===== config.mk =====
export PLATFORM = sky130hd
export DESIGN_NAME = ctrl_decode_pipe_flat
export DESIGN_NICKNAME = d
export VERILOG_FILES = /design/src/rtl/ctrl_decode_pipe_if.sv /design/src/rtl/ctrl_decode_pipe.sv /design/src/flat_wrapper.sv
export SDC_FILE = /design/constraint.sdc
export NUM_CORES = 1
export LEC_CHECK = 0
export CAP_MARGIN = 10
export CORE_MARGIN = 2
export CORE_UTILIZATION = 50
export CTS_CLUSTER_SIZE = 20
export DETAILED_ROUTE_END_ITERATION = 7
export PLACE_DENSITY = 0.9
export REMOVE_ABC_BUFFERS = 1
export SLEW_MARGIN = 20
export SYNTH_ARGS = -nofsm -noshare
export SYNTH_HDL_FRONTEND = slang
export SYNTH_SLANG_ARGS = --single-unit

===== constraint.sdc =====
create_clock -name clk -period 4.5 [get_ports clk]
set_input_delay 0.675 -clock clk [delete_from_list [all_inputs] [get_ports clk]]
set_output_delay 0.675 -clock clk [all_outputs]
set_load 0.01 [all_outputs]

===== src/rtl/ctrl_decode_pipe_if.sv =====
// Instruction-side and result-side signals of the pipelined control decoder.
// master drives instructions and pipeline control; slave is the decoder.
interface ctrl_decode_pipe_if;
  logic       valid_in;
  logic       in_ready;
  logic [1:0] mode;
  logic [3:0] op_code;
  logic       s_bit;
  logic [3:0] cond;
  logic [3:0] status;
  logic       stall;
  logic       flush;
  logic [8:0] ctrl_res;
  logic       valid_out;
  logic       busy;

  modport master (
    output valid_in, mode, op_code, s_bit, cond, status, stall, flush,
    input  in_ready, ctrl_res, valid_out, busy
  );

  modport slave (
    input  valid_in, mode, op_code, s_bit, cond, status, stall, flush,
    output in_ready, ctrl_res, valid_out, busy
  );
endinterface


===== src/rtl/ctrl_decode_pipe.sv =====
// ID-stage control decoder with ARM condition check, DEPTH registered stages,
// stall/flush, and a down-counter FSM that sequences multi-cycle multiplies.
//
// state   | meaning
// --------+--------------------------------------------------------------
// ST_IDLE | normal decode; words go straight into stage 0
// ST_MUL  | multiply word parked in hold_q, input blocked, cnt_q counting down
module ctrl_decode_pipe #(
  parameter int         DEPTH      = 1,
  parameter int         MUL_CYCLES = 3,
  parameter logic [3:0] MUL_CMD    = 4'b1111,
  parameter logic [3:0] MEM_CMD    = 4'b0100
) (
  input logic               clk,
  input logic               rst,
  ctrl_decode_pipe_if.slave bus
);

  localparam int CNT_W     = (MUL_CYCLES > 1) ? $clog2(MUL_CYCLES) : 1;
  localparam bit MUL_MULTI = (MUL_CYCLES > 1);

  typedef enum logic {ST_IDLE, ST_MUL} state_t;

  state_t           state_q, state_d;
  logic [CNT_W-1:0] cnt_q, cnt_d;
  logic [8:0]       hold_q, hold_d;

  logic [8:0]       stage_q [DEPTH];
  logic [DEPTH-1:0] vld_q;

  logic [8:0] s0_word;
  logic       s0_vld;
  logic       accept;
  logic       cond_ok;
  logic       mul_start;
  logic [8:0] dec_word;

  logic       wb_en, mem_r_en, mem_w_en, b_fld, s_fld;
  logic [3:0] exe_cmd;

  function automatic logic cond_pass(input logic [3:0] c, input logic [3:0] nzcv);
    logic n, z, cf, v;
    n  = nzcv[3];
    z  = nzcv[2];
    cf = nzcv[1];
    v  = nzcv[0];
    case (c)
      4'b0000: cond_pass = z;
      4'b0001: cond_pass = !z;
      4'b0010: cond_pass = cf;
      4'b0011: cond_pass = !cf;
      4'b0100: cond_pass = n;
      4'b0101: cond_pass = !n;
      4'b0110: cond_pass = v;
      4'b0111: cond_pass = !v;
      4'b1000: cond_pass = cf && !z;
      4'b1001: cond_pass = !cf || z;
      4'b1010: cond_pass = (n == v);
      4'b1011: cond_pass = (n != v);
      4'b1100: cond_pass = !z && (n == v);
      4'b1101: cond_pass = z || (n != v);
      default: cond_pass = 1'b1;  // 1110 AL, and 1111 also treated as always
    endcase
  endfunction

  assign bus.in_ready = !bus.stall && (state_q == ST_IDLE) && !bus.flush;
  assign bus.busy     = (state_q == ST_MUL);
  assign accept       = bus.valid_in && bus.in_ready;
  assign cond_ok      = cond_pass(bus.cond, bus.status);
  assign mul_start    = MUL_MULTI && accept && cond_ok && (bus.mode == 2'b11);

  always_comb begin
    wb_en    = 1'b0;
    mem_r_en = 1'b0;
    mem_w_en = 1'b0;
    exe_cmd  = 4'b0000;
    b_fld    = 1'b0;
    s_fld    = 1'b0;
    case (bus.mode)
      2'b00: begin
        exe_cmd = bus.op_code;
        // TST/TEQ/CMP/CMN only update flags
        wb_en   = (bus.op_code[3:2] != 2'b10);
        s_fld   = bus.s_bit;
      end
      2'b01: begin
        exe_cmd = MEM_CMD;
        if (bus.s_bit) begin
          mem_r_en = 1'b1;
          wb_en    = 1'b1;
        end else begin
          mem_w_en = 1'b1;
        end
      end
      2'b10: begin
        b_fld = 1'b1;
      end
      default: begin
        exe_cmd = MUL_CMD;
        wb_en   = 1'b1;
        s_fld   = bus.s_bit;
      end
    endcase
  end

  assign dec_word = {wb_en, mem_r_en, mem_w_en, exe_cmd, b_fld, s_fld};

  always_comb begin
    state_d = state_q;
    cnt_d   = cnt_q;
    hold_d  = hold_q;
    s0_word = '0;
    s0_vld  = 1'b0;
    case (state_q)
      ST_IDLE: begin
        if (mul_start) begin
          hold_d  = dec_word;
          cnt_d   = CNT_W'(MUL_CYCLES - 1);
          state_d = ST_MUL;
        end else if (accept && cond_ok) begin
          s0_word = dec_word;
          s0_vld  = 1'b1;
        end
      end
      ST_MUL: begin
        cnt_d = cnt_q - 1'b1;
        if (cnt_q == CNT_W'(1)) begin
          s0_word = hold_q;
          s0_vld  = 1'b1;
          state_d = ST_IDLE;
        end
      end
      default: state_d = ST_IDLE;
    endcase
  end

  always_ff @(posedge clk) begin
    if (rst || bus.flush) begin
      state_q <= ST_IDLE;
      cnt_q   <= '0;
      hold_q  <= '0;
    end else if (!bus.stall) begin
      state_q <= state_d;
      cnt_q   <= cnt_d;
      hold_q  <= hold_d;
    end
  end

  always_ff @(posedge clk) begin
    if (rst || bus.flush) begin
      for (int i = 0; i < DEPTH; i++) begin
        stage_q[i] <= '0;
      end
      vld_q <= '0;
    end else if (!bus.stall) begin
      stage_q[0] <= s0_word;
      vld_q[0]   <= s0_vld;
      for (int i = 1; i < DEPTH; i++) begin
        stage_q[i] <= stage_q[i-1];
        vld_q[i]   <= vld_q[i-1];
      end
    end
  end

  assign bus.ctrl_res  = stage_q[DEPTH-1];
  assign bus.valid_out = vld_q[DEPTH-1];

endmodule


===== src/flat_wrapper.sv =====
// flat-port wrapper written by rule: the top's interface ports become plain ports
module ctrl_decode_pipe_flat 
#(
  parameter int         DEPTH      = 1,
  parameter int         MUL_CYCLES = 3,
  parameter logic [3:0] MUL_CMD    = 4'b1111,
  parameter logic [3:0] MEM_CMD    = 4'b0100
)
  (clk, rst, bus_valid_in, bus_mode, bus_op_code, bus_s_bit, bus_cond, bus_status, bus_stall, bus_flush, bus_in_ready, bus_ctrl_res, bus_valid_out, bus_busy);
  ctrl_decode_pipe_if bus_i ();
  input logic clk;
  input logic rst;
  input wire logic [$bits(bus_i.valid_in)-1:0] bus_valid_in;
  input wire logic [$bits(bus_i.mode)-1:0] bus_mode;
  input wire logic [$bits(bus_i.op_code)-1:0] bus_op_code;
  input wire logic [$bits(bus_i.s_bit)-1:0] bus_s_bit;
  input wire logic [$bits(bus_i.cond)-1:0] bus_cond;
  input wire logic [$bits(bus_i.status)-1:0] bus_status;
  input wire logic [$bits(bus_i.stall)-1:0] bus_stall;
  input wire logic [$bits(bus_i.flush)-1:0] bus_flush;
  output wire logic [$bits(bus_i.in_ready)-1:0] bus_in_ready;
  output wire logic [$bits(bus_i.ctrl_res)-1:0] bus_ctrl_res;
  output wire logic [$bits(bus_i.valid_out)-1:0] bus_valid_out;
  output wire logic [$bits(bus_i.busy)-1:0] bus_busy;
  assign bus_i.valid_in = bus_valid_in;
  assign bus_i.mode = bus_mode;
  assign bus_i.op_code = bus_op_code;
  assign bus_i.s_bit = bus_s_bit;
  assign bus_i.cond = bus_cond;
  assign bus_i.status = bus_status;
  assign bus_i.stall = bus_stall;
  assign bus_i.flush = bus_flush;
  assign bus_in_ready = bus_i.in_ready;
  assign bus_ctrl_res = bus_i.ctrl_res;
  assign bus_valid_out = bus_i.valid_out;
  assign bus_busy = bus_i.busy;
  ctrl_decode_pipe #(.DEPTH(DEPTH), .MUL_CYCLES(MUL_CYCLES), .MUL_CMD(MUL_CMD), .MEM_CMD(MEM_CMD)) u_core (.clk(clk), .rst(rst), .bus(bus_i));
endmodule

# Word-level counts from Yosys, hierarchy flattened
# Memories as Yosys holds them, arrays and structs flattened.
# Index checks and enable logic that the tools add are counted.
[word_totals]
word_cells = 80
ff_bits = 13
memories = 1
mem_bits_rw = 9
out_inout_bits = 12
[memory_table]
columns = ["memory", "depth", "word_bits", "read_ports", "rd_clocked_by_memory_dff", "wr", "line", "rtl"]
rows = [
  ["u_core.stage_q", 1, 9, 1, 0, 1, "ctrl_decode_pipe.sv:28", "logic [8:0] stage_q [DEPTH];"],
]
[op_classes]
eq_ne = 21
bitwise_logic = 2
addsub = 1
reduce_logical = 22
mux = 29
[ops]
columns = ["op", "count"]
rows = [
  ["two-way mux 9 bit", 4],
  ["== test 4 bit, second input constant", 6],
  ["case mux 9 bit (2 select lines)", 1],
  ["two-way mux 1 bit", 17],
  ["== test 4 x 3 -> 1 bit, second input constant", 4],
  ["case mux 1 bit (14 select lines)", 1],
  ["case mux 4 bit (3 select lines)", 1],
  ["OR reduction 9 bit", 1],
  ["== test 4 x 2 -> 1 bit, second input constant", 2],
  ["logical AND 1 bit", 7],
  ["logical NOT 1 bit", 6],
  ["== test 2 x 1 -> 1 bit, second input constant", 2],
  ["== test 2 bit, second input constant", 2],
  ["== test 4 x 1 -> 1 bit, second input constant", 1],
  ["logical NOT 4 bit", 1],
  ["case mux 1 bit (2 select lines)", 2],
  ["case mux 2 bit (2 select lines)", 1],
  ["logical OR 1 bit", 3],
  ["case mux 1 bit (3 select lines)", 1],
  ["AND reduction 3 bit", 1],
  ["logical NOT 2 bit", 1],
  ["two-way mux 2 bit", 1],
  ["inequality test 2 x 1 -> 1 bit, second input constant", 1],
  ["inequality test 2 bit, second input constant", 1],
  ["other kinds (6)", 7],
]

# Logic depth before layout (Yosys ltp)
# Gate-level depths: netlist of run 1.
[depth]
depth_word = 9
mapped_depth = 7
ltp_nobuf = 7

# Worst setup path before layout of run 1
# No wires, ideal clock.
[synth_path]
kind = "input -> register"
startpoint = "input bus_cond[0]"
endpoint = "memory u_core.stage_q[0][0] (data pin)"
path_slack_ps = 2416
path_buffers = 0
setup_time_ps = 272
t_arrival_ps = 1812
cell_stages = 5
path_cell_list = "xnor3_1 > o211ai_2 > o311ai_2 > o2111ai_1 > o21ai_0"
[synth_via]
elab_chain_len = 7
[synth_rtl]
columns = ["item", "line", "rtl"]
rows = [
  ["start, declared", "flat_wrapper.sv:17", "input wire logic [$bits(bus_i.cond)-1:0] bus_cond;"],
  ["== test 4 bit (tied with other cells)", "ctrl_decode_pipe.sv:47", "case (c)"],
  ["case mux 1 bit (14 select lines) (*)", "ctrl_decode_pipe.sv:47", ""],
  ["logical AND 1 bit (*)", "ctrl_decode_pipe.sv:70, ctrl_decode_pipe.sv:120", ""],
  ["two-way mux 9 bit or logical AND 1 bit (tied branches)", "ctrl_decode_pipe.sv:120, ctrl_decode_pipe.sv:70", ""],
  ["two-way mux 9 bit (*)", "ctrl_decode_pipe.sv:116", "if (mul_start) begin"],
  ["case mux 9 bit (2 select lines) (*)", "ctrl_decode_pipe.sv:114", "case (state_q)"],
  ["two-way mux 9 bit (no line) (*)", "-", ""],
  ["end, declared", "ctrl_decode_pipe.sv:28", ""],
]
# Mark *: on every way between the ends. The rest lies on a longest branch, timed or not.

# Worst setup path in the final report of run 1
[layout_path]
startpoint = "input bus_stall"
endpoint = "output bus_in_ready"
[layout_via]
elab_chain_len = 3
[layout_rtl]
columns = ["item", "line", "rtl"]
rows = [
  ["start, declared", "flat_wrapper.sv:19", "input wire logic [$bits(bus_i.stall)-1:0] bus_stall;"],
  ["logical NOT 1 bit", "-", ""],
  ["logical AND 1 bit (2 in a row)", "ctrl_decode_pipe.sv:66", "assign bus.in_ready = !bus.stall && (state_q == ST_IDLE) && !bus.flush;"],
  ["end, declared", "flat_wrapper.sv:21", "output wire logic [$bits(bus_i.in_ready)-1:0] bus_in_ready;"],
]
# Every way passes these cells.

==> results of run 1 <==
metrics by stage:
stage | setup slack, ns | cell area, sq um | power (mW)
floorplan | 2.29 | 1270 | 0.251
global placement | 1.51 | 1620 | 0.287
detailed placement | 1.43 | 1620 | 0.291
CTS | 1.58 | 1650 | 0.379
global route | 1.49 | 1650 | 0.392
finish | 1.56 | 1650 | 0.380
cells in the final DEF, fill, tap and decap left out, types with 2 or more instances in the layout:
cell type and count:
sky130_fd_sc_hd__clkdlybuf4s50_1 31, sky130_fd_sc_hd__nand2_1 24, sky130_fd_sc_hd__dfxtp_1 13, sky130_fd_sc_hd__mux2i_1 12
sky130_fd_sc_hd__o21ai_0 12, sky130_fd_sc_hd__edfxtp_1 9, sky130_fd_sc_hd__nor2_1 8, sky130_fd_sc_hd__inv_1 6
sky130_fd_sc_hd__a21oi_1 6, sky130_fd_sc_hd__ha_1 6, sky130_fd_sc_hd__or2b_2 5, sky130_fd_sc_hd__nand2b_1 3
sky130_fd_sc_hd__clkbuf_4 3, sky130_fd_sc_hd__nor3_1 2, sky130_fd_sc_hd__nand3b_1 2, sky130_fd_sc_hd__nand3_1 2
sky130_fd_sc_hd__a221oi_1 2, sky130_fd_sc_hd__or2_2 2
cell families after synthesis:
| group | count (synthesis) | synth area share [%] |
|---|---|---|
| and+or+nand+nor | 55 | 21.7 |
| AOI/OAI and AO/OA | 27 | 14.0 |
| DFF | 22 | 40.5 |
| muxes | 13 | 10.2 |
| buffers and inverters | 10 | 4.78 |
| adders and majority gates | 6 | 5.74 |
| xor gates and xnor gates | 3 | 3.06 |
routing by layer:
layer / vias up / global-route usage [%] / wire length [um] / part of all wire [%]
met4: 0 / 10.2 / 49 / 1.8
met2: 24 / 39.9 / 1500 / 54
met1: 520 / 23.1 / 1140 / 41
met5: - / 0 / 0 / 0
li1: 538 / - / - / -
met3: 5 / 3.49 / 99 / 3.6
tightest hold or removal path, delay by kind of cell, from the launching register on:
| family | cells | cell delay [ns] |
|---|---|---|
| flops | 1 | 0.33 |
| simple gates | 1 | 0.05 |
| mux | 1 | 0.06 |
cells in the mapped netlist, drive strengths merged, types with 2 or more instances:
library cell / instances / share of area, %
a21oi: 6 / 2.3
nand2b: 3 / 1.4
inv: 6 / 1.7
a221oi: 2 / 1.3
and3b: 2 / 1.4
edfxtp: 9 / 21
nand2: 24 / 6.9
or2: 3 / 1.4
nand3: 2 / 0.76
nor2: 8 / 2.3
mux2i: 13 / 10
o2111ai: 2 / 1.8
ha: 6 / 5.7
nor3: 2 / 0.76
o21ai: 12 / 4.6
dfxtp: 13 / 20
buf: 3 / 2.0
or2b: 5 / 3.3
nand3b: 2 / 1.1
power by group:
group	switching, mW	internal (mW)	total, mW
combinational	0.0345	0.0399	0.0744
clock	0.0611	0.0326	0.0937
sequential	0.00132	0.211	0.212
total	0.0970	0.283	0.380
layout make-up:
type | count | area, sq um
clock inverters | 1 | 3.75
multi-input cells | 104 | 716
inverters | 6 | 22.5
clock buffers | 3 | 22.5
flip-flops and latches | 22 | 531
repair buffers | 32 | 318
fillers | 211 | 827
well taps | 30 | 37.5
flip-flops by register name (all words and copies together) (netlist names):
signal                cells
u_core.stage_q            9
u_core.bus.busy           1
u_core.bus.valid_out      1
u_core.hold_q             9
u_core.cnt_q              2
worst paths after layout:
check                   startpoint                to  slack, ns  cells after the start
setup / recovery         bus_stall      bus_in_ready       1.56                      3
hold reg to reg   u_core.hold_q[8]  u_core.hold_q[8]       0.47                      2
setup reg to reg   u_core.bus.busy   u_core.cnt_q[0]       2.65                      3
hold / removal    u_core.hold_q[8]  u_core.hold_q[8]       0.47                      2
==> reports/qor.tcl, run 1 <==
set qor(run_status) {complete, no violations}
set qor(postSynthRegisterBits) 22
set qor(floorplan.core_area_sq_um) 2480
set qor(cp.arrival_ns) 2.27
set qor(slowest_delay_ns) 0.63
set qor(total_routing_resource_utilization_after_global_routing_pct) 21.3
set qor(drc) 0
set qor(library_cell_appearing_most_often_on_the_critical_path) {sky130_fd_sc_hd__clkdlybuf4s50_1}
set qor(maximum_number_of_pins_on_one_net_before_global_route_repair) 21
set qor(cts.sink_count) 22
set qor(globalRoute.totalOverflow) 0
set qor(postCtsResizedCells) 0
set qor(worstPathRequired_ns) 3.83
set qor(syn-cell-area_sq_um) 1310
set qor(portBuffers) 31
set qor(drive_gt1_share_pct) 10.7
set qor(cts_max_level) 1
set qor(cap_viol_max_count) 0
set qor(rsz0062_at_grt) {no}
set qor(ys_warn_count) 0
set qor(gp_congestion) 0.776
set qor(vias) 1087
set qor(synth.yosys.seq_area_share_pct) 40.5
set qor(post-route-min-period_ns) 2.94
set qor(critical_path.startpoint_type) {input pin}
set qor(timing.final.hold_violations) 0
set qor(totalNegativeSetupSlack_ns) 0
set qor(detail_route.iter0.violations) 9
set qor(synth_edf_count) 9
set qor(std_cell_rows) 18
set qor(worstSkewPairLatency_ns) 0.32
set qor(floorplan.initialDensity_pct) 52.8
set qor(worst_slew_margin_rel_pct) 47.4
set qor(cts_max_path_buffers) 2
set qor(tightestPinTransition_ns) 0.789
set qor(drt_wl_total_um) 2790
set qor(cts_hold_buf) 0
set qor(asyncSetResetFlopFracSynth_pct) 0
set qor(diodes) 0
set qor(timing.final.setup_violations) 0
set qor(timing.fmax_ghz) 0.340
set qor(crit_path_cell_trace) {clkdlybuf4s50_1 > nor3_1 > clkdlybuf4s50_1}
set qor(cts-root-buf) {sky130_fd_sc_hd__clkbuf_4}
set qor(dp_cell_count) 194
set qor(dp.final_hpwl_um) 2200
set qor(worst_path_max_delay_cell) {sky130_fd_sc_hd__clkdlybuf4s50_1}
set qor(path_clk_slew_ns) 0.11
set qor(die_x_um) 55.2
set qor(vdd.ir_drop.worst_mv) 0.178
set qor(drtPass1Iterations) 4
set qor(min-delay-path-class) {reg2reg}
set qor(fin_worst_skew_ns) 0.0109
set qor(maxSlewViolCount) 0
set qor(synthToLayoutAreaGrowth_pct) 26.1
set qor(route.antenna.remaining_nets) 0
set qor(leakage_nw) 0.669
set qor(wl_per_cell_um) 14.1
set qor(finish.net_count) 195
set qor(cts_setup_buffers) 0
set qor(p_per_area_nw_per_um2) 230
set qor(post_synth_inst_count) 136
set qor(tritoncts) {yes}
set qor(crit_buf_inv) 2
set qor(criticalPathCategory) {in2out}
set qor(die_h_um) 55.2
set qor(distinct_cells_synth) 37
set qor(grt_antenna_before_repair) 0
set qor(final_core_utilization_pct) 66.6
set qor(syn_avg_cell_area_sq_um) 9.62
set qor(cts_buffers) 3
set qor(crit_family) {buffers and inverters}
set qor(finish.cell_count_without_fillers) 198
set qor(grt_first_pass_wirelength_um) 4510
set qor(route.detailed.vias_per_inst) 5.49
set qor(min_period_over_period_pct) 65.4
set qor(via_count_of_the_first_global_routing_pass) 1089
set qor(setup_crit_end_kind) {output pin}
set qor(hold_ws_ns) 0.471
set qor(predominant_post_synthesis_flop_cell) {sky130_fd_sc_hd__dfxtp_1}
set qor(critical_path_maximum_fanout) 7
set qor(die_area_sq_um) 3040
set qor(io_pins) 32
(Power assumes the default switching activity.)
==> run 2: changes to the inputs <==
- CORE_UTILIZATION: 50 -> 44
- PLACE_DENSITY: 0.9 -> 0.84
- clock period: 4.5 -> 2.5 ns (I/O delays scaled with it)
==> run 2 against run 1 <==
Compared with the run above: non-clock buffer count up 4; sequential power grew 80%; clock-buffer cell count up 1; critical path depth stayed put; combinational power increased by 81%; clock power up 120%; die area is 13% higher; total power increased by 89%; largest cell class unchanged; largest power group unchanged.
==> reports/qor.tcl, run 2 (synthesis results as in run 1) <==
set qor(run_status) {complete, no violations}
set qor(min_period_over_period_pct) 85.3
set qor(drtPass1Iterations) 4 ;# unchanged
set qor(totalNegativeSetupSlack_ns) 0 ;# unchanged
set qor(worstPathRequired_ns) 2.12 ;# -1.71 ns
set qor(die_x_um) 58.5 ;# +6.1%
set qor(detail_route.iter0.violations) 26 ;# +17
set qor(timing.final.setup_violations) 0 ;# unchanged
set qor(cts.sink_count) 22 ;# unchanged
set qor(reg2reg_depth) 5 ;# +2
set qor(min_delay_path_depth) 2 ;# unchanged
set qor(path_clk_slew_ns) 0.12 ;# about the same
set qor(synthToLayoutAreaGrowth_pct) 30.2
set qor(sequential_cell_area_sq_um) 531 ;# unchanged
set qor(tightestPinTransition_ns) 0.424 ;# -0.365 ns
set qor(io_pins) 32 ;# unchanged
set qor(hold-path-endpoint) {u_core.hold_q[4]}
set qor(largestRegisters) {u_core.hold_q x9, u_core.stage_q x9, u_core.cnt_q x2}
set qor(via_count_of_the_first_global_routing_pass) 1050 ;# -3.6%
set qor(timing.fmax_ghz) 0.469
set qor(postCtsResizedCells) 0 ;# unchanged
set qor(grt_first_pass_wirelength_um) 4600 ;# +2.2%
set qor(rsz0062_at_grt) {no}
set qor(route.detailed.vias_per_inst) 5.35 ;# -2.6%
set qor(slowest_delay_ns) 0.59 ;# -0.04 ns
set qor(fin_worst_skew_ns) 0.000703 ;# -0.0102 ns
set qor(leakage_nw) 0.699 ;# +4.5%
set qor(portBuffers) 31 ;# unchanged
set qor(drc) 0 ;# unchanged
set qor(cp.arrival_ns) 1.76 ;# -0.51 ns
set qor(drt_wl_total_um) 2640 ;# -5.3%
set qor(floorplan.initialDensity_pct) 47.1 ;# -5.8 points
set qor(vdd.ir_drop.worst_mv) 0.281 ;# +58%
set qor(worst_path_max_delay_cell) {sky130_fd_sc_hd__clkdlybuf4s50_1}
set qor(min-delay-path-class) {reg2reg}
set qor(finish.net_count) 199 ;# +2.1%
set qor(rr_endpoint) {u_core.stage_q[0][6]}
set qor(min_from) {u_core.hold_q[4]}
set qor(worstSkewPairLatency_ns) 0.32 ;# about the same
set qor(route.antenna.remaining_nets) 0 ;# unchanged
set qor(vias) 1086 ;# -0.092%
set qor(globalRoute.totalOverflow) 0 ;# unchanged
set qor(finish.cell_count_without_fillers) 203 ;# +2.5%
set qor(cap_viol_max_count) 0 ;# unchanged
set qor(die_area_sq_um) 3430 ;# +13%
set qor(timing.final.hold_violations) 0 ;# unchanged
set qor(setup_crit_end_kind) {output pin}
set qor(criticalPathCategory) {in2out}
set qor(tritoncts) {yes}
set qor(reg2reg_setup_slack_ns) 0.98 ;# -1.67 ns
set qor(dp_cell_count) 199 ;# +2.6%
set qor(commonest_non_fill_non_tap_cells_in_the_layout) {31 x sky130_fd_sc_hd__clkdlybuf4s50_1, 24 x sky130_fd_sc_hd__nand2_1, 13 x sky130_fd_sc_hd__dfxtp_1, 12 x sky130_fd_sc_hd__mux2i_1, 12 x sky130_fd_sc_hd__o21ai_0}
set qor(std_cell_rows) 19 ;# +1
set qor(diodes) 0 ;# unchanged
set qor(grt_antenna_before_repair) 0 ;# unchanged
set qor(cts_max_level) 1 ;# unchanged
set qor(maxSlewViolCount) 0 ;# unchanged
set qor(critical_path_maximum_fanout) 7 ;# unchanged
set qor(cts_buffers) 3 ;# unchanged
set qor(gp_congestion) 0.758 ;# -2.3%
set qor(wl_per_cell_um) 13.0 ;# -7.6%
set qor(cts-root-buf) {sky130_fd_sc_hd__clkbuf_4}
set qor(filler_cell_count) 232 ;# +10%
set qor(floorplan.core_area_sq_um) 2780 ;# +12%
set qor(timing.rr.start) {u_core.bus.busy}
set qor(maximum_number_of_pins_on_one_net_before_global_route_repair) 18 ;# -14%
set qor(library_cell_appearing_most_often_on_the_critical_path) {sky130_fd_sc_hd__clkdlybuf4s50_1}
set qor(total_routing_resource_utilization_after_global_routing_pct) 17.4 ;# -4.0 points
set qor(critical_path.startpoint_type) {input pin}
set qor(cts_setup_buffers) 0 ;# unchanged
set qor(die_h_um) 58.5 ;# +6.1%
set qor(drive_gt1_share_pct) 13.4 ;# +2.7 points
set qor(crit_path_cell_trace) {clkdlybuf4s50_1 > nor3_1 > clkdlybuf4s50_1}
set qor(cts_max_path_buffers) 2 ;# unchanged
set qor(multiInputGateArea_sq_um) 716 ;# unchanged
set qor(worst_slew_margin_rel_pct) 71.7 ;# +24 points
set qor(most_common_cell_after_layout_fill_and_taps_aside) {sky130_fd_sc_hd__clkdlybuf4s50_1}
set qor(post-route-min-period_ns) 2.13
set qor(dp.final_hpwl_um) 2080 ;# -5.1%
set qor(p_per_area_nw_per_um2) 422 ;# +83%
set qor(cts_hold_buf) 0 ;# unchanged
run 2: cell types whose count changed in the layout (fill, tap and decap cells not counted):
cell                       before  now
sky130_fd_sc_hd__clkbuf_8       0    1
sky130_fd_sc_hd__clkinv_1       1    0
sky130_fd_sc_hd__buf_12         0    1
sky130_fd_sc_hd__buf_4          1    4
run 2: power by group:
part | internal, mW | switching [mW] | leakage [nW] | total (mW)
combinational | 0.0746 | 0.0608 | 0.468 | 0.135
clock | 0.0892 | 0.113 | 0.0210 | 0.202
sequential | 0.379 | 0.00195 | 0.210 | 0.381
run 2: how the worst max path moves through the flow:
| stage | start | to | slack (ns) | cells after the start |
|---|---|---|---|---|
| 2_1_floorplan | bus_cond[0] | u_core.bus.busy | 0.59 | 5 |
| 3_3_place_gp | bus_cond[0] | u_core.stage_q[0][7] | 0.12 | 7 |
| 3_5_place_dp | bus_cond[1] | u_core.stage_q[0][6] | 0.04 | 7 |
| 4_1_cts | bus_stall | bus_in_ready | 0.34 | 3 |
| 5_1_grt | bus_stall | bus_in_ready | 0.25 | 3 |
| 6_report | bus_stall | bus_in_ready | 0.37 | 3 |
run 2: cell type report:
type                    count  area share (%)
multi-input cells         104            42.0
flip-flops and latches     22            31.1
repair buffers             36            21.1
well taps                  31            2.28
clock buffers               4            2.13
inverters                   6            1.32
run 2: layer usage:
metal	global-route usage [%]	vias to the layer above	wire (um)
met1	19.9	493	1070
met5	0	-	0
li1	-	553	-
met4	7.97	0	55
met3	1.54	5	106
met2	32.3	35	1410
run 2: critical path, delay by kind of cell:
| kind | cells | cell delay (ns) |
|---|---|---|
| AND/OR/NAND/NOR | 1 | 0.30 |
| buffers and inverters | 2 | 1.09 |
run 2: stage by stage:
step | hold WS, ns | instance area (sq um) | utilization, % | total power [mW] | setup slack [ns]
2_1_floorplan | 0.438 | 1270 | - | 0.452 | 0.586
3_3_place_gp | 0.444 | 1670 | 60.0 | 0.521 | 0.121
3_5_place_dp | 0.459 | 1670 | 60.0 | 0.525 | 0.0371
4_1_cts | 0.477 | 1700 | 61.3 | 0.716 | 0.344
5_1_grt | 0.495 | 1700 | 61.3 | 0.748 | 0.248
6_report | 0.472 | 1700 | 61.3 | 0.719 | 0.368
==> run 3: changes to the inputs <==
- PLACE_DENSITY: 0.84 -> 0.75
- SETUP_SLACK_MARGIN: not set -> 0.02
- SKIP_LAST_GASP: not set -> 1
==> run 3 against run 2 <==
Compared with the run above: total power is 11% higher; routed wire length rose by 7.9%; first-iteration DRC count grew 15%; core utilization is 0.58 points higher; global-route usage up 0.28 points; critical path depth stayed put.
==> reports/qor.tcl, run 3 (synthesis results as in run 1) <==
set qor(finish.net_count) 199 ;# unchanged
set qor(design_area_sq_um) 1720 ;# +0.95%
set qor(post-route-min-period_ns) 2.25 ;# +0.118 ns
set qor(route.detailed.vias_per_inst) 5.46 ;# +2.1%
set qor(finish.cell_count_without_fillers) 203 ;# unchanged
set qor(crit_buf_inv) 2 ;# unchanged
set qor(setup_crit_end_kind) {output pin}
set qor(worstSkewPairLatency_ns) 0.31 ;# about the same
set qor(run_status) {complete, no violations}
set qor(min_period_over_period_pct) 90.0 ;# +4.7 points
set qor(vias) 1109 ;# +2.1%
set qor(cts_hold_buf) 0 ;# unchanged
set qor(die_h_um) 58.5 ;# unchanged
set qor(leakage_nw) 0.706 ;# +0.99%
set qor(worstPathRequired_ns) 2.12 ;# about the same
set qor(clock_power_share_pct) 34.7 ;# +6.6 points
set qor(portBuffers) 31 ;# unchanged
set qor(postCtsResizedCells) 0 ;# unchanged
set qor(cts_buffers) 3 ;# unchanged
set qor(route.antenna.remaining_nets) 0 ;# unchanged
set qor(dpl_worst_slack_ns) 0.0164 ;# -0.0207 ns
set qor(detail_route.iter0.violations) 30 ;# +15%
set qor(cts.sink_count) 22 ;# unchanged
set qor(cts_max_path_buffers) 2 ;# unchanged
set qor(wl_per_cell_um) 14.0 ;# +7.9%
set qor(cap_viol_max_count) 0 ;# unchanged
set qor(dp.final_hpwl_um) 2230 ;# +7.0%
set qor(detailroute.wirelength.met3_um) 103 ;# -2.8%
set qor(hold_ws_ns) 0.470 ;# -0.00242 ns
set qor(filler_cell_count) 250 ;# +7.8%
set qor(dp_cell_count) 199 ;# unchanged
set qor(crit_path_cell_trace) {clkdlybuf4s50_1 > nor3_1 > clkdlybuf4s50_1}
set qor(gp_congestion) 0.820 ;# +8.2%
set qor(synthToLayoutAreaGrowth_pct) 31.5
set qor(largestRegisters) {u_core.hold_q x9, u_core.stage_q x9, u_core.cnt_q x2}
set qor(io_pins) 32 ;# unchanged
set qor(totalNegativeSetupSlack_ns) 0 ;# unchanged
set qor(fin_worst_skew_ns) 0.00438 ;# +0.00368 ns
set qor(grt_first_pass_wirelength_um) 4570 ;# -0.76%
set qor(maximum_number_of_pins_on_one_net_before_global_route_repair) 16 ;# -2
set qor(maxSlewViolCount) 0 ;# unchanged
set qor(wl_met2_um) 1350 ;# -3.9%
set qor(cp.arrival_ns) 1.88 ;# +0.12 ns
set qor(total_routing_resource_utilization_after_global_routing_pct) 17.7 ;# +0.28 points
set qor(internal_power_mw) 0.616 ;# +13%
set qor(timing.final.hold_violations) 0 ;# unchanged
set qor(globalRoute.totalOverflow) 0 ;# unchanged
set qor(cts-root-buf) {sky130_fd_sc_hd__clkbuf_4}
set qor(cts_max_level) 1 ;# unchanged
set qor(die_x_um) 58.5 ;# unchanged
set qor(worst_slew_margin_rel_pct) 73.9 ;# +2.2 points
set qor(grt_antenna_before_repair) 0 ;# unchanged
set qor(timing.fmax_ghz) 0.444 ;# -5.3%
set qor(die_area_sq_um) 3430 ;# unchanged
set qor(critical_path_maximum_fanout) 7 ;# unchanged
set qor(vdd.ir_drop.worst_mv) 0.469 ;# +67%
set qor(slowest_delay_ns) 0.61 ;# +0.02 ns
set qor(most_common_cell_after_layout_fill_and_taps_aside) {sky130_fd_sc_hd__clkdlybuf4s50_1}
set qor(drive_gt1_share_pct) 13.4 ;# unchanged
set qor(floorplan.core_area_sq_um) 2780 ;# unchanged
set qor(commonest_non_fill_non_tap_cells_in_the_layout) {31 x sky130_fd_sc_hd__clkdlybuf4s50_1, 24 x sky130_fd_sc_hd__nand2_1, 13 x sky130_fd_sc_hd__dfxtp_1, 12 x sky130_fd_sc_hd__mux2i_1, 12 x sky130_fd_sc_hd__o21ai_0}
set qor(timing.final.setup_violations) 0 ;# unchanged
set qor(floorplan.initialDensity_pct) 47.1 ;# unchanged
set qor(cts_setup_buffers) 0 ;# unchanged
set qor(drt-met1-wl_um) 1380 ;# +29%
set qor(finalWorstSetupSlack_ns) 0.249 ;# -0.118 ns
set qor(worst_path_max_delay_cell) {sky130_fd_sc_hd__clkdlybuf4s50_1}
set qor(critical_path.startpoint_type) {input pin}
set qor(design_power_total_mw) 0.795 ;# +11%
set qor(rsz0062_at_grt) {no}
set qor(crit_family) {buffers and inverters}
set qor(highest_layer) {met4}
set qor(power_frac_comb_pct) 17.3 ;# -1.5 points
set qor(drt_wl_total_um) 2850 ;# +7.9%
set qor(drtPass1Iterations) 4 ;# unchanged
set qor(tritoncts) {yes}
set qor(final_core_utilization_pct) 61.9 ;# +0.58 points
set qor(diodes) 0 ;# unchanged
set qor(placed_area_sq_um) 1670 ;# unchanged
set qor(switchingPower_mw) 0.179 ;# +1.7%
set qor(p_per_area_nw_per_um2) 462 ;# +9.6%
set qor(tightestPinTransition_ns) 0.391 ;# -0.0334 ns
set qor(library_cell_appearing_most_often_on_the_critical_path) {sky130_fd_sc_hd__clkdlybuf4s50_1}
set qor(drc) 0 ;# unchanged
set qor(seqPwrFrac_pct) 48.0 ;# -5.0 points
set qor(min-delay-path-class) {reg2reg}
set qor(via_count_of_the_first_global_routing_pass) 1004 ;# -4.4%
set qor(path_clk_slew_ns) 0.13 ;# about the same
set qor(criticalPathCategory) {in2out}
set qor(net_switching_fraction_of_the_power_pct) 22.5 ;# -2.0 points
set qor(std_cell_rows) 19 ;# unchanged
run 3: cell count changes in the layout (fill, tap and decap cells not counted), sizes merged:
| cell | delta |
|---|---|
| clkbuf | -1 |
| bufinv | +1 |
run 3: worst paths after layout:
path | from | endpoint | slack [ns] | depth (start not counted)
min reg2reg | u_core.hold_q[8] | u_core.hold_q[8] | 0.47 | 2
max | bus_stall | bus_in_ready | 0.25 | 3
max reg2reg | u_core.bus.busy | u_core.stage_q[0][4] | 0.83 | 5
min | u_core.hold_q[8] | u_core.hold_q[8] | 0.47 | 2
run 3: layer usage:
| layer | track usage [%] | vias to the layer above |
|---|---|---|
| met4 | 3.65 | 0 |
| met5 | 0 | - |
| met3 | 4.18 | 4 |
| met1 | 23.7 | 528 |
| li1 | - | 555 |
| met2 | 29.1 | 22 |
run 3: worst min-delay path: stages, from the launching register on:
cell and delay (ns):
sky130_fd_sc_hd__dfxtp_1 0.33, sky130_fd_sc_hd__nand2_1 0.05, sky130_fd_sc_hd__mux2i_1 0.05
run 3: final cells by class:
class | count | area, sq um | area share, %
Clock buffer | 3 | 22.5 | 1.31
Multi-Input combinational cell | 104 | 716 | 41.6
Sequential cell | 22 | 531 | 30.8
Clock inverter | 1 | 30.0 | 1.75
Timing Repair Buffer | 36 | 360 | 20.9
Inverter | 6 | 22.5 | 1.31
Tap cell | 31 | 38.8 | 2.25
run 3: power by group through the flow:
stage / Clock, mW / Sequential [mW] / Combinational, mW
after floorplan: 0 / 0.393 / 0.0593
after global routing: 0.296 / 0.382 / 0.149
after global placement: 0 / 0.389 / 0.132
final: 0.276 / 0.381 / 0.138
after CTS: 0.279 / 0.381 / 0.138
after detailed placement: 0 / 0.390 / 0.137
